$ cat src/rtl/rgb_fade_pwm.sv
// rtl/rgb_fade_pwm.sv - three-channel RGB LED driver with linear brightness fades and PWM output

// One colour channel: command capture, level ramp, ramp-state tracking and PWM compare.
module rgb_fade_channel #(
  parameter int PWM_BITS  = 8,
  parameter int MAX_LEVEL = 255
) (
  input  logic                clk,
  input  logic                rst_n,
  input  logic                cmd,
  input  logic                tick,
  input  logic [PWM_BITS-1:0] pwm_cnt,
  output logic                pwm,
  output logic                fading
);

  localparam logic [PWM_BITS-1:0] FULL = PWM_BITS'(MAX_LEVEL);
  localparam logic [PWM_BITS-1:0] ONE  = PWM_BITS'(1);

  typedef enum logic [1:0] {
    OFF     = 2'd0,
    RISING  = 2'd1,
    ON      = 2'd2,
    FALLING = 2'd3
  } state_t;

  state_t              state;
  logic                in_q;
  logic [PWM_BITS-1:0] level;
  logic [PWM_BITS-1:0] level_nxt;
  logic [PWM_BITS-1:0] target;
  logic [PWM_BITS-1:0] target_nxt;

  // The target seen by the ramp is always the registered command; target_nxt
  // is what the target becomes after this edge, used to keep the state current.
  assign target     = in_q ? FULL : '0;
  assign target_nxt = cmd  ? FULL : '0;

  // Move one step toward the target on each prescaler tick, never past it.
  always_comb begin
    level_nxt = level;
    if (tick) begin
      if (level < target) begin
        level_nxt = level + ONE;
      end else if (level > target) begin
        level_nxt = level - ONE;
      end
    end
  end

  // Command capture, level register and registered PWM compare.
  always_ff @(posedge clk or negedge rst_n) begin
    if (!rst_n) begin
      in_q  <= 1'b0;
      level <= '0;
      pwm   <= 1'b0;
    end else begin
      in_q  <= cmd;
      level <= level_nxt;
      pwm   <= (level > pwm_cnt);
    end
  end

  // Ramp state: classifies the post-edge level against the post-edge target so
  // that a reversal mid-ramp switches RISING/FALLING directly.
  always_ff @(posedge clk or negedge rst_n) begin
    if (!rst_n) begin
      state <= OFF;
    end else begin
      if (level_nxt == target_nxt) begin
        state <= cmd ? ON : OFF;
      end else if (level_nxt < target_nxt) begin
        state <= RISING;
      end else begin
        state <= FALLING;
      end
    end
  end

  assign fading = (state == RISING) || (state == FALLING);

endmodule

// Top level: shared prescaler and PWM counter feeding three channels.
module rgb_fade_pwm #(
  parameter int PWM_BITS  = 8,
  parameter int MAX_LEVEL = 255,
  parameter int STEP_DIV  = 10000
) (
  input  logic       clk,
  input  logic       rst_n,
  input  logic       red_in,
  input  logic       green_in,
  input  logic       blue_in,
  output logic       pwm_r,
  output logic       pwm_g,
  output logic       pwm_b,
  output logic [2:0] fading,
  output logic       settled
);

  localparam int                  PRE_W    = (STEP_DIV > 1) ? $clog2(STEP_DIV) : 1;
  localparam logic [PRE_W-1:0]    PRE_LAST = PRE_W'(STEP_DIV - 1);
  localparam logic [PRE_W-1:0]    PRE_ONE  = PRE_W'(1);
  localparam logic [PWM_BITS-1:0] CNT_LAST = PWM_BITS'((1 << PWM_BITS) - 2);
  localparam logic [PWM_BITS-1:0] CNT_ONE  = PWM_BITS'(1);

  logic [PRE_W-1:0]    presc;
  logic [PWM_BITS-1:0] pwm_cnt;
  logic                tick;
  logic [2:0]          cmd;
  logic [2:0]          pwm_v;

  assign tick = (presc == PRE_LAST);
  assign cmd  = {blue_in, green_in, red_in};

  // Step-rate prescaler, wraps after STEP_DIV cycles.
  always_ff @(posedge clk or negedge rst_n) begin
    if (!rst_n) begin
      presc <= '0;
    end else if (tick) begin
      presc <= '0;
    end else begin
      presc <= presc + PRE_ONE;
    end
  end

  // Free-running PWM counter; stopping one short of all-ones lets full level mean always-on.
  always_ff @(posedge clk or negedge rst_n) begin
    if (!rst_n) begin
      pwm_cnt <= '0;
    end else if (pwm_cnt == CNT_LAST) begin
      pwm_cnt <= '0;
    end else begin
      pwm_cnt <= pwm_cnt + CNT_ONE;
    end
  end

  for (genvar ch = 0; ch < 3; ch++) begin : g_ch
    rgb_fade_channel #(
      .PWM_BITS (PWM_BITS),
      .MAX_LEVEL(MAX_LEVEL)
    ) u_ch (
      .clk    (clk),
      .rst_n  (rst_n),
      .cmd    (cmd[ch]),
      .tick   (tick),
      .pwm_cnt(pwm_cnt),
      .pwm    (pwm_v[ch]),
      .fading (fading[ch])
    );
  end

  assign pwm_r   = pwm_v[0];
  assign pwm_g   = pwm_v[1];
  assign pwm_b   = pwm_v[2];
  assign settled = ~|fading;

endmodule

$ cat config.mk
export PLATFORM = sky130hd
export DESIGN_NAME = rgb_fade_pwm
export DESIGN_NICKNAME = d
export VERILOG_FILES = /design/src/rtl/rgb_fade_pwm.sv
export SDC_FILE = /design/constraint.sdc
export NUM_CORES = 1
export LEC_CHECK = 0
export BUFFER_PORTS_ARGS = -buffer_cell sky130_fd_sc_hd__buf_2
export CORE_MARGIN = 2
export CORE_UTILIZATION = 57
export DETAILED_ROUTE_END_ITERATION = 7
export GPL_ROUTABILITY_DRIVEN = 1
export PLACE_DENSITY = 0.77
export SYNTH_ARGS = -nofsm -noshare
export SYNTH_HDL_FRONTEND = slang
export SYNTH_SLANG_ARGS = --single-unit
$ cat constraint.sdc
create_clock -name clk -period 3.2 [get_ports clk]
set_input_delay 0.48 -clock clk [delete_from_list [all_inputs] [get_ports clk]]
set_output_delay 0.48 -clock clk [all_outputs]
set_load 0.005 [all_outputs]
# Word level (Yosys, flattened, before mapping)
# Index checks and enable logic that the tools add are counted.
[word_totals]
ff_bits = 58
latchBits = 0
ramBits = 0
mem_bits_ro = 0
input_bits = 5
out_inout_bits = 7
mem_count = 0
[classes]
add_sub_neg = 8
n_mul = 0
div_mod_pow = 0
order_cmp = 12
n_eq_ne = 11
shift = 0
mux = 26
bitwise = 0
n_reduce_logical = 5
[ops]
columns = ["op", "n"]
rows = [
  ["8-bit two-way mux", 16],
  ["8-bit > comparator", 6],
  ["8-bit < comparator", 6],
  ["8-bit by 1-bit adder with 8-bit output, second input constant", 4],
  ["8-bit equality test", 3],
  ["8-bit by 1-bit subtractor with 8-bit output, second input constant", 3],
  ["2-bit two-way mux", 9],
  ["14-bit by 1-bit adder with 14-bit output, second input constant", 1],
  ["14-bit equality test, second input constant", 1],
  ["14-bit two-way mux", 1],
  ["8-bit equality test, second input constant", 1],
  ["2-bit by 1-bit equality test with 1-bit output, second input constant", 3],
  ["2-bit equality test, second input constant", 3],
  ["1-bit logical OR", 3],
  ["3-bit OR reduction", 1],
  ["1-bit logical NOT", 1],
]

# Depth between registers and ports, before layout
# Gate-level depths: netlist of run 1.
[depth]
ltp_word = 8
ltp_mapped = 12
depth_no_buf = 11

# Cells and area by module
# A second synthesis of run 1 with hierarchy kept.
[unflattened]
cells_unflattened = 528
hier_area_um2 = 4760.8
[by_module_without_submodules]
columns = ["module", "instances", "cells_each", "area_per_inst_um2", "seq_area_each_um2"]
rows = [
  ["rgb_fade_channel at g_ch[0].u_ch ...", 2, 155, 1316.3, 275.3],
  ["rgb_fade_channel at g_ch[1].u_ch", 1, 117, 1081.0, 275.3],
  ["rgb_fade_pwm", 1, 101, 1047.3, 550.5],
]

# Worst setup path before layout of run 1
# No wires, ideal clock.
[synth_timing]
kind = "reg-to-reg"
startpoint = "register presc[6]"
endpoint = "register g_ch[0].u_ch.state[0]"
arrival_ns = 3.058
required_ns = 3.069
path_slack_ns = 0.011
stages_incl_launch_ff = 11
cell_sequence = "dfrtp_1 > or4b_1 > or4_4 > buf_6 > or4_4 > nor3_2 > mux2i_1 > xnor2_1 > ha_1 > nand2_1 > or3_1"
[synth_via]
elab_chain_len = 4
[synth_lines]
columns = ["element", "line", "rtl"]
rows = [
  ["start, declared", "108", "logic [PRE_W-1:0] presc;"],
  ["start signal, assigned", "124", "presc <= presc + PRE_ONE;"],
  ["14-bit equality test", "114", "assign tick = (presc == PRE_LAST);"],
  ["8-bit two-way mux", "42", "if (tick) begin"],
  ["named net g_ch[0].u_ch.level_nxt[7]", "30", "logic [PWM_BITS-1:0] level_nxt;"],
  ["8-bit equality test", "70", "if (level_nxt == target_nxt) begin"],
  ["2-bit two-way mux", "70", ""],
  ["end signal, assigned", "71", "state <= cmd ? ON : OFF;"],
  ["end, declared", "27", "state_t state;"],
]
# The timed path passes the listed nets, and every way through them passes these cells.

# Final worst setup path of run 1
[layout_timing]
startpoint = "register presc[5]"
endpoint = "register g_ch[0].u_ch.state[0]"
# The elaborated chain is that of the path after synthesis.

==> results of run 1 <==
[routing by layer]
metal | share of wire, % | global-route usage, %
met3 | 3.7 | 2.850
met1 | 47 | 28.61
met4 | 1.3 | 5.769
met5 | 0 | 0
met2 | 48 | 36.49
[synth_stat cells, types with 3 or more instances]
cell | number | area share [%]
inv_1 | 21 | 1.9
a21oi_1 | 21 | 2.5
and3_1 | 7 | 1.0
a21o_1 | 7 | 1.2
o21ai_0 | 14 | 1.7
ha_1 | 81 | 24
clkbuf_1 | 7 | 0.62
dfrtp_1 | 55 | 33
nand4_1 | 29 | 4.3
or2_2 | 6 | 0.89
xor2_1 | 17 | 3.5
o21a_1 | 3 | 0.54
nor3_1 | 13 | 1.5
mux2i_1 | 13 | 3.1
buf_4 | 4 | 0.71
nor2b_1 | 9 | 1.3
nand3_1 | 16 | 1.9
o211ai_1 | 3 | 0.54
nand2b_1 | 4 | 0.59
or3_1 | 4 | 0.59
nand2_1 | 21 | 1.9
xnor2_1 | 24 | 5.0
nor2_1 | 28 | 2.5
[sequential cells by signal, summed over array words and instances (netlist names)]
name             flops
g_ch.u_ch.in_q       3
g_ch.u_ch.level     24
g_ch.u_ch.pwm        3
presc               14
pwm_cnt              8
g_ch.u_ch.state      3
[power by group through the flow]
stage	Combinational, mW	Clock, mW	Sequential (mW)
2_1_floorplan	0.0312	0	0.711
3_3_place_gp	0.0555	0	0.711
3_5_place_dp	0.0597	0	0.712
4_1_cts	0.0599	0.421	0.698
5_1_grt	0.0685	0.451	0.698
6_report	0.0585	0.410	0.698
[worst min-delay path by stage]
stage                                    to     start  slack, ns  cells after the start
after floorplan           g_ch[0].u_ch.in_q     rst_n       0.18                      0
after global placement             presc[0]  presc[0]       0.46                      1
after detailed placement           presc[0]  presc[0]       0.47                      1
after CTS                          presc[8]     rst_n       0.26                      1
after global routing              presc[11]     rst_n       0.28                      1
final                      g_ch[2].u_ch.pwm     rst_n       0.24                      1
[timing repair]
action | CTS | global route
setup buffers | 0 | 2
setup endpoints to repair | 0 | 3
gates resized for setup | 0 | 3
[worst reg2reg max path: cells and delay by family (launching register included)]
family,cells,cell delay (ns)
mux,1,0.10
flops,1,0.42
xor+xnor,1,0.16
simple gates,6,2.11
fa+ha+maj,1,0.28
[logic make-up after synthesis]
| group | count (synthesis) | synth area share, % |
|---|---|---|
| multiplexers | 14 | 3.359 |
| flip-flops | 55 | 32.70 |
| AND/OR/NAND/NOR | 150 | 19.26 |
| buffers and inverters | 34 | 3.597 |
| XOR/XNOR | 41 | 8.531 |
| AO/OA/AOI/OAI | 59 | 8.472 |
| adder cells (fa/ha/maj) | 81 | 24.08 |
[area by class of cell]
class,instances,area [um^2],share of cell area (%)
Multi-Input combinational cell,345,2700,59.55
Sequential cell,55,1376,30.35
Timing Repair Buffer,25,160.2,3.532
Tap cell,99,123.9,2.732
Inverter,21,78.83,1.738
Clock buffer,5,68.82,1.518
Clock inverter,3,26.28,0.5795
[through the flow]
| stage | setup slack [ns] | utilization, % |
|---|---|---|
| floorplan | 0.01111 | - |
| detailed placement | 0.04040 | 61.15 |
| CTS | 0.01625 | 62.47 |
| global route | -0.1046 | 62.85 |
| global placement | 0.07311 | 61.15 |
| finish | 0.02472 | 62.85 |
==> impl_metrics.json, run 1 <==
{
  "num-fill-cells": 608,
  "setup_tns_ns": 0,
  "slew-limit-headroom_pct": 48.45,
  "power_frac_clock_pct": 35.2,
  "drv_cap": 0,
  "vdd_drop_max_mv": 0.1600,
  "synth_edf_count": 0,
  "p_int_uw": 876.5,
  "worst_ep_arrival_time_ns": 3.37,
  "cp_max_fo": 3,
  "yosysWarningCount": 0,
  "finalPower_mw": 1.167,
  "yosysSeqAreaShare_pct": 32.70,
  "grt_max_degree": 34,
  "cp-end-kind": "flip-flop",
  "synth_seq_cells": 55,
  "cp.required_ns": 3.40,
  "synth_nets": 520,
  "globalRouteOverflowTotal": 0,
  "dr.pass1.iters": 4,
  "dp.cells": 543,
  "clock_latency_ns": 0.31,
  "core_area_mm2": 0.007214,
  "drt_iter0_drc": 112,
  "r2r_slack_ns": 0.02,
  "placed_cell_area_mm2": 0.004412,
  "power_density_mw_per_mm2": 257.3,
  "async_reset_ff_share_pct": 100.0,
  "switching_share_pct": 24.88,
  "post-route-min-period_ns": 3.175,
  "grt_pass1_wl_um": 14370,
  "cts_made_buffers": 5,
  "syn_area_mm2": 0.004209,
  "drt_wl_total_um": 8325,
  "gp_congestion": 0.8596,
  "crit_cells": 9,
  "rows": 31,
  "vias_per_cell": 5.756,
  "antenna_found_initial": 0,
  "drive_gt1_share_pct": 10.35,
  "cts_root_buf": "clkbuf_8",
  "crit_buf_inv": 0,
  "wl_per_cell_um": 15.05,
  "fin_nets": 539,
  "vias": 3183,
  "crit_chain": "or4b_4 -> or4_4 -> or4_4 -> nor3_2 -> mux2i_1 -> xnor2_1 -> ha_1 -> nand2_1 -> or3_4",
  "die_y_um": 89.93,
  "synth_flop_cell": "dfrtp_1",
  "postRouteAntennaNets": 0,
  "syn_to_final_growth_pct": 7.729,
  "clk_pin_slew_ns": 0.11,
  "endpoint": "g_ch[0].u_ch.state[0]",
  "h-tree-depth": 2,
  "startpoint_type": "flip-flop",
  "finalHoldViolCount": 0,
  "critPathKind": "reg2reg",
  "remaining_drc_errors": 0,
  "cts_buffer_depth": 2,
  "pin_count": 12,
  "initial_utilization_pct": 58.34,
  "grt_pass1_vias": 3057,
  "syn_avg_cell_area_um2": 9.698,
  "period_share_pct": 99.23,
  "stdcell_area_mm2": 0.004534,
  "worstHoldPathType": "in2async",
  "cts_tree": "yes",
  "status": "completed",
  "grt_usage_pct": 21.32,
  "leakage_nw": 2.276,
  "timing.rr.end": "g_ch[0].u_ch.state[0]",
  "mostFrequentLayoutCells": "81 x ha_1, 55 x dfrtp_1, 29 x nand4_1, 28 x nor2_1, 24 x xnor2_1",
  "switchingPower_uw": 290.2,
  "setup_viol": 0,
  "worst_pin_slew_ns": 0.7732,
  "pwr-share-comb_pct": 5.0,
  "rsz0062_at_grt": "true",
  "final_common_cell": "ha_1",
  "n_antenna_cell": 0,
  "die_area_mm2": 0.008087,
  "fmax_mhz": 314.9,
  "holdBufCountCts": 0,
  "slowest_delay_ns": 0.55,
  "cp_top_family": "simple AND/OR/NAND/NOR gates",
  "skew_ns": 0.01212,
  "finalNonFillerCells": 553,
  "io_buffers": 11,
  "ys_types": 43,
  "worstRegToRegCells": 9,
  "power_frac_seq_pct": 59.8,
  "synth_cells": 434,
  "cp_common_cell": "or4_4",
  "holdWs_ns": 0.2363,
  "die_w_um": 89.93,
  "crit_start": "presc[5]",
  "crit_slowest_cell": "or4b_4",
  "r2r_start": "presc[5]",
  "report.final.slew_viol_count": 0,
  "cts.sinks": 55,
  "hpwl_um": 6426
}
No activity file was read; power rests on OpenSTA's default activity.
==> inputs of run 2 (changes only) <==
--- a/config.mk
+++ b/config.mk
@@ -8,9 +8,11 @@
 export BUFFER_PORTS_ARGS = -buffer_cell sky130_fd_sc_hd__buf_2
 export CORE_MARGIN = 2
 export CORE_UTILIZATION = 57
+export CTS_BUF_LIST = sky130_fd_sc_hd__clkbuf_16
 export DETAILED_ROUTE_END_ITERATION = 7
 export GPL_ROUTABILITY_DRIVEN = 1
-export PLACE_DENSITY = 0.77
+export PLACE_DENSITY = 0.88
+export REMOVE_ABC_BUFFERS = 1
 export SYNTH_ARGS = -nofsm -noshare
 export SYNTH_HDL_FRONTEND = slang
 export SYNTH_SLANG_ARGS = --single-unit
==> run 2 against run 1 <==
Compared with the run above:
- setup slack improved by 0.054 ns
- combinational power increased by 3%
- global-route usage increased by 2.1 points
- cell count decreased by 0.18%
- worst hold slack got worse by 0.047 ns
- via count increased by 2.7%
- die area unchanged
- first-iteration DRC count increased by 46%
- clock power increased by 47%
- sequential cell count unchanged
- clock skew decreased by 0.0011 ns
- critical endpoint unchanged
- largest cell class unchanged
==> impl_metrics.json, run 2 (synthesis gave the netlist of run 1 again) <==
{
  "status": "completed",
  "crit_chain": "or4b_4 -> or4_4 -> or4_4 -> nor3_2 -> mux2i_1 -> xnor2_1 -> ha_1 -> nand2_1 -> or3_1",
  "r2r_slack_ns": 0.08,
  "post-route-min-period_ns": 3.121,
  "h-tree-depth": 2,
  "cp_common_cell": "or4_4",
  "gp_congestion": 0.9134,
  "syn_to_final_growth_pct": 9.542,
  "period_share_pct": 97.54,
  "holdBufCountCts": 0,
  "r2r_start": "presc[4]",
  "grt_pass1_vias": 3322,
  "report.final.slew_viol_count": 0,
  "reg_top3": "g_ch.u_ch.level (24), presc (14), pwm_cnt (8)",
  "vias_per_cell": 5.920,
  "slew-limit-headroom_pct": 59.14,
  "skew_ns": 0.01099,
  "antenna_found_initial": 0,
  "postRouteAntennaNets": 0,
  "drive_gt1_share_pct": 10.15,
  "hpwl_um": 6806,
  "final_common_cell": "ha_1",
  "cts_tree": "yes",
  "setup_viol": 0,
  "grt_usage_pct": 23.47,
  "slowest_delay_ns": 0.55,
  "io_buffers": 11,
  "finalNonFillerCells": 552,
  "finalPower_mw": 1.360,
  "timing.rr.end": "g_ch[0].u_ch.state[0]",
  "drv_cap": 0,
  "rows": 31,
  "initial_utilization_pct": 58.34,
  "cp.required_ns": 3.38,
  "setup_ws_ns": 0.07887,
  "pin_count": 12,
  "cp_max_fo": 2,
  "setup_tns_ns": 0,
  "vdd_drop_max_mv": 0.1795,
  "worstHoldPathType": "in2async",
  "fmax_mhz": 320.4,
  "cts_buffer_depth": 2,
  "globalRouteOverflowTotal": 0,
  "drt_iter0_drc": 164,
  "cp-end-kind": "flip-flop",
  "finalHoldViolCount": 0,
  "worst_pin_slew_ns": 0.6129,
  "worst_ep_arrival_time_ns": 3.30,
  "remaining_drc_errors": 0,
  "dr.pass1.iters": 5,
  "num-fill-cells": 579,
  "die_y_um": 89.93,
  "startpoint_type": "flip-flop",
  "die_area_mm2": 0.008087,
  "fin_nets": 539,
  "core_area_mm2": 0.007214,
  "clk_pin_slew_ns": 0.07,
  "cts.sinks": 55,
  "cts_root_buf": "clkbuf_16",
  "crit_slowest_cell": "or4b_4",
  "dp.cells": 544,
  "leakage_nw": 2.315,
  "drt_wl_total_um": 9029,
  "clock_latency_ns": 0.29,
  "cts_made_buffers": 5,
  "regMostFlops": "g_ch.u_ch.level",
  "preCtsSetupSlack_ns": 0.03043,
  "vias": 3268,
  "grt_max_degree": 28,
  "largest_register_ffs": 24,
  "worstRegToRegCells": 9,
  "wl_per_cell_um": 16.36,
  "n_antenna_cell": 0,
  "mostFrequentLayoutCells": "81 x ha_1, 55 x dfrtp_1, 29 x nand4_1, 28 x nor2_1, 24 x xnor2_1",
  "rsz0062_at_grt": "true",
  "power_density_mw_per_mm2": 295.1,
  "critPathKind": "reg2reg",
  "die_w_um": 89.93,
  "grt_pass1_wl_um": 15700
}
[run 2: power by group]
part | switching [mW] | total, mW | internal (mW)
clock network | 0.239 | 0.602 | 0.363
registers | 0.00147 | 0.698 | 0.697
logic | 0.0406 | 0.0603 | 0.0197
[run 2: how the worst max path moves through the flow]
stage / end / depth (start not counted) / start
2_1_floorplan: g_ch[2].u_ch.state[0] / 8 / presc[6]
3_3_place_gp: g_ch[0].u_ch.state[0] / 9 / presc[6]
3_5_place_dp: g_ch[2].u_ch.state[0] / 10 / presc[6]
4_1_cts: g_ch[2].u_ch.state[0] / 10 / presc[6]
5_1_grt: g_ch[0].u_ch.state[0] / 9 / presc[4]
6_report: g_ch[0].u_ch.state[0] / 9 / presc[4]
[run 2: metrics by stage]
stage          area [um^2]  utilization, %  hold slack, ns
2_1_floorplan         4136               -          0.1844
3_3_place_gp          4419           61.26          0.4696
3_5_place_dp          4419           61.26          0.4809
5_1_grt               4611           63.91          0.2321
4_1_cts               4578           63.46          0.2114
6_report              4611           63.91          0.1894
[run 2: area by class of cell]
class	instances	area, um^2	share of cell area (%)
inverters	21	78.83	1.710
clock buffers	5	125.1	2.714
clock inverters	2	33.78	0.7327
flip-flops and latches	55	1376	29.85
well taps	99	123.9	2.687
multi-input cells	345	2705	58.67
repair buffers	25	167.7	3.636
[run 2: layer usage]
layer / GRT usage, % / share of wire, % / vias up
met5: 0 / 0 / -
met4: 6.667 / 1.4 / 0
met3: 2.598 / 3.8 / 11
met2: 42.61 / 52 / 88
met1: 29.61 / 43 / 1586
li1: - / - / 1583
[run 2: worst max-delay path: cells and delay by family, from the launching register on]
kind	cells	cell delay, ns
adders and majority gates	1	0.28
DFF	1	0.39
and+or+nand+nor	6	2.07
muxes	1	0.10
xor gates and xnor gates	1	0.16
[run 2: repair_timing]
item | CTS | global route
setup buffers | 0 | 1
setup endpoints to repair | 0 | 3
gates resized for setup | 0 | 6
==> inputs of run 3 (changes only) <==
--- a/config.mk
+++ b/config.mk
@@ -11,7 +11,7 @@
 export CTS_BUF_LIST = sky130_fd_sc_hd__clkbuf_16
 export DETAILED_ROUTE_END_ITERATION = 7
 export GPL_ROUTABILITY_DRIVEN = 1
-export PLACE_DENSITY = 0.88
+export PLACE_DENSITY = 0.81
 export REMOVE_ABC_BUFFERS = 1
 export SYNTH_ARGS = -nofsm -noshare
 export SYNTH_HDL_FRONTEND = slang
==> run 3 against run 2 <==
Compared with the run above:
- critical path depth unchanged
- clock skew decreased by 0.0039 ns
- core utilization increased by 0.14 points
- design area increased by 0.22%
- combinational power decreased by 3%
- via count increased by 0.89%
- fmax decreased by 0.98%
- worst hold slack improved by 0.13 ns
- critical path type unchanged
==> impl_metrics.json, run 3 (synthesis gave the netlist of run 1 again) <==
{
  "finalPower_mw": 1.365,
  "vdd_drop_max_mv": 0.3092,
  "largest_register_ffs": 24,
  "postRouteAntennaNets": 0,
  "gp_congestion": 0.8533,
  "period_share_pct": 98.50,
  "startpoint_type": "flip-flop",
  "report.final.slew_viol_count": 0,
  "cp.required_ns": 3.37,
  "drt_iter0_drc": 223,
  "dr.pass1.iters": 5,
  "die_y_um": 89.93,
  "critPathKind": "reg2reg",
  "slew-limit-headroom_pct": 52.99,
  "skew_ns": 0.007117,
  "preCtsSetupSlack_ns": -0.01964,
  "crit_buf_inv": 0,
  "grt_pass1_wl_um": 14990,
  "hpwl_um": 6478,
  "cp-end-kind": "flip-flop",
  "power_density_mw_per_mm2": 295.4,
  "cp_max_fo": 2,
  "cts_tree": "yes",
  "core_area_mm2": 0.007214,
  "status": "completed",
  "io_buffers": 11,
  "cts_root_buf": "clkbuf_16",
  "die_area_mm2": 0.008087,
  "reg_top3": "g_ch.u_ch.level (24), presc (14), pwm_cnt (8)",
  "finalHoldViolCount": 0,
  "worst_pin_slew_ns": 0.7051,
  "cts_buffer_depth": 2,
  "regMostFlops": "g_ch.u_ch.level",
  "final_common_cell": "ha_1",
  "post-route-min-period_ns": 3.152,
  "worstHoldPathType": "in2async",
  "clk_pin_slew_ns": 0.07,
  "pin_count": 12,
  "remaining_drc_errors": 0,
  "wl_per_cell_um": 15.92,
  "grt_usage_pct": 22.21,
  "die_w_um": 89.93,
  "grt_pass1_vias": 3323,
  "crit_chain": "or4b_4 -> or4_4 -> or4_4 -> nor3_2 -> mux2i_1 -> xnor2_1 -> ha_1 -> nand2_1 -> or3_1",
  "syn_to_final_growth_pct": 9.780,
  "mostFrequentLayoutCells": "81 x ha_1, 55 x dfrtp_1, 29 x nand4_1, 28 x nor2_1, 24 x xnor2_1",
  "slowest_delay_ns": 0.55,
  "vias_per_cell": 5.962,
  "rows": 31,
  "drv_cap": 0,
  "vias": 3297,
  "finish.utilization_pct": 64.05,
  "worst_ep_arrival_time_ns": 3.32,
  "fmax_mhz": 317.2,
  "cp_top_family": "simple AND/OR/NAND/NOR gates",
  "antenna_found_initial": 0,
  "setup_viol": 0,
  "cp_common_cell": "or4_4",
  "leakage_nw": 2.310,
  "globalRouteOverflowTotal": 0,
  "cts_made_buffers": 5,
  "setup_ws_ns": 0.04784,
  "h-tree-depth": 2,
  "grt_max_degree": 56,
  "crit_slowest_cell": "or4b_4",
  "clock_latency_ns": 0.29,
  "drt_wl_total_um": 8805,
  "stdcell_area_mm2": 0.004621,
  "fin_nets": 540,
  "drive_gt1_share_pct": 10.79,
  "n_antenna_cell": 0,
  "holdBufCountCts": 0,
  "cts.sinks": 55,
  "initial_utilization_pct": 58.34,
  "placed_cell_area_mm2": 0.004412
}
[run 3: worst register-to-register path, delay by kind of cell, from the launching register on]
family,cells,cell delay (ns)
flip-flops,1,0.39
XOR/XNOR,1,0.17
adder cells (fa/ha/maj),1,0.29
AND/OR/NAND/NOR,6,2.09
multiplexers,1,0.11
[run 3: power breakdown]
group          leakage [nW]  switching (mW)  internal (mW)
Clock                0.0759           0.243          0.365
Sequential            0.717         0.00135          0.697
Combinational          1.52          0.0404         0.0182
[run 3: path summary, 6_finish.rpt]
path                           from               endpoint  slack, ns  depth (start not counted)
max                        presc[4]  g_ch[0].u_ch.state[0]       0.05                          9
min                           rst_n      g_ch[0].u_ch.in_q       0.32                          2
max reg2reg                presc[4]  g_ch[0].u_ch.state[0]       0.05                          9
min reg2reg                presc[0]               presc[0]       0.48                          1
max in group asynchronous     rst_n  g_ch[2].u_ch.level[6]       2.41                          2
min in group clk            blue_in      g_ch[2].u_ch.in_q       0.32                          1
[run 3: metrics by stage]
stage | cells | hold slack (ns) | setup TNS [ns]
final | 553 | 0.3190 | 0
after detailed placement | 543 | 0.4711 | -0.01964
after CTS | 550 | 0.3210 | 0
after global routing | 553 | 0.3202 | -0.01878
after floorplan | 421 | 0.1844 | -16.66
after global placement | 543 | 0.4691 | 0
[run 3: layout make-up]
cell class | instances | area [um^2]
Tap cell | 99 | 123.9
Clock inverter | 2 | 37.54
Sequential cell | 55 | 1376
Clock buffer | 5 | 125.1
Timing Repair Buffer | 26 | 171.4
Fill cell | 585 | 2594
Multi-Input combinational cell | 345 | 2708
Inverter | 21 | 78.83
[run 3: what timing repair did]
action / in CTS / in global routing
gates cloned: 0 / 0
resized for setup: 1 / 5
pin swaps: 0 / 5
buffers inserted: 0 / 3
hold endpoints to repair: 0 / 0
endpoints found under the setup margin: 1 / 3
[run 3: per-layer routing]
layer / track usage (%) / wire, um / up-vias
met5: 0 / 0 / -
met1: 29.45 / 3866 / 1602
li1: - / - / 1590
met3: 3.101 / 360 / 18
met2: 37.50 / 4419 / 87
met4: 7.692 / 159 / 0
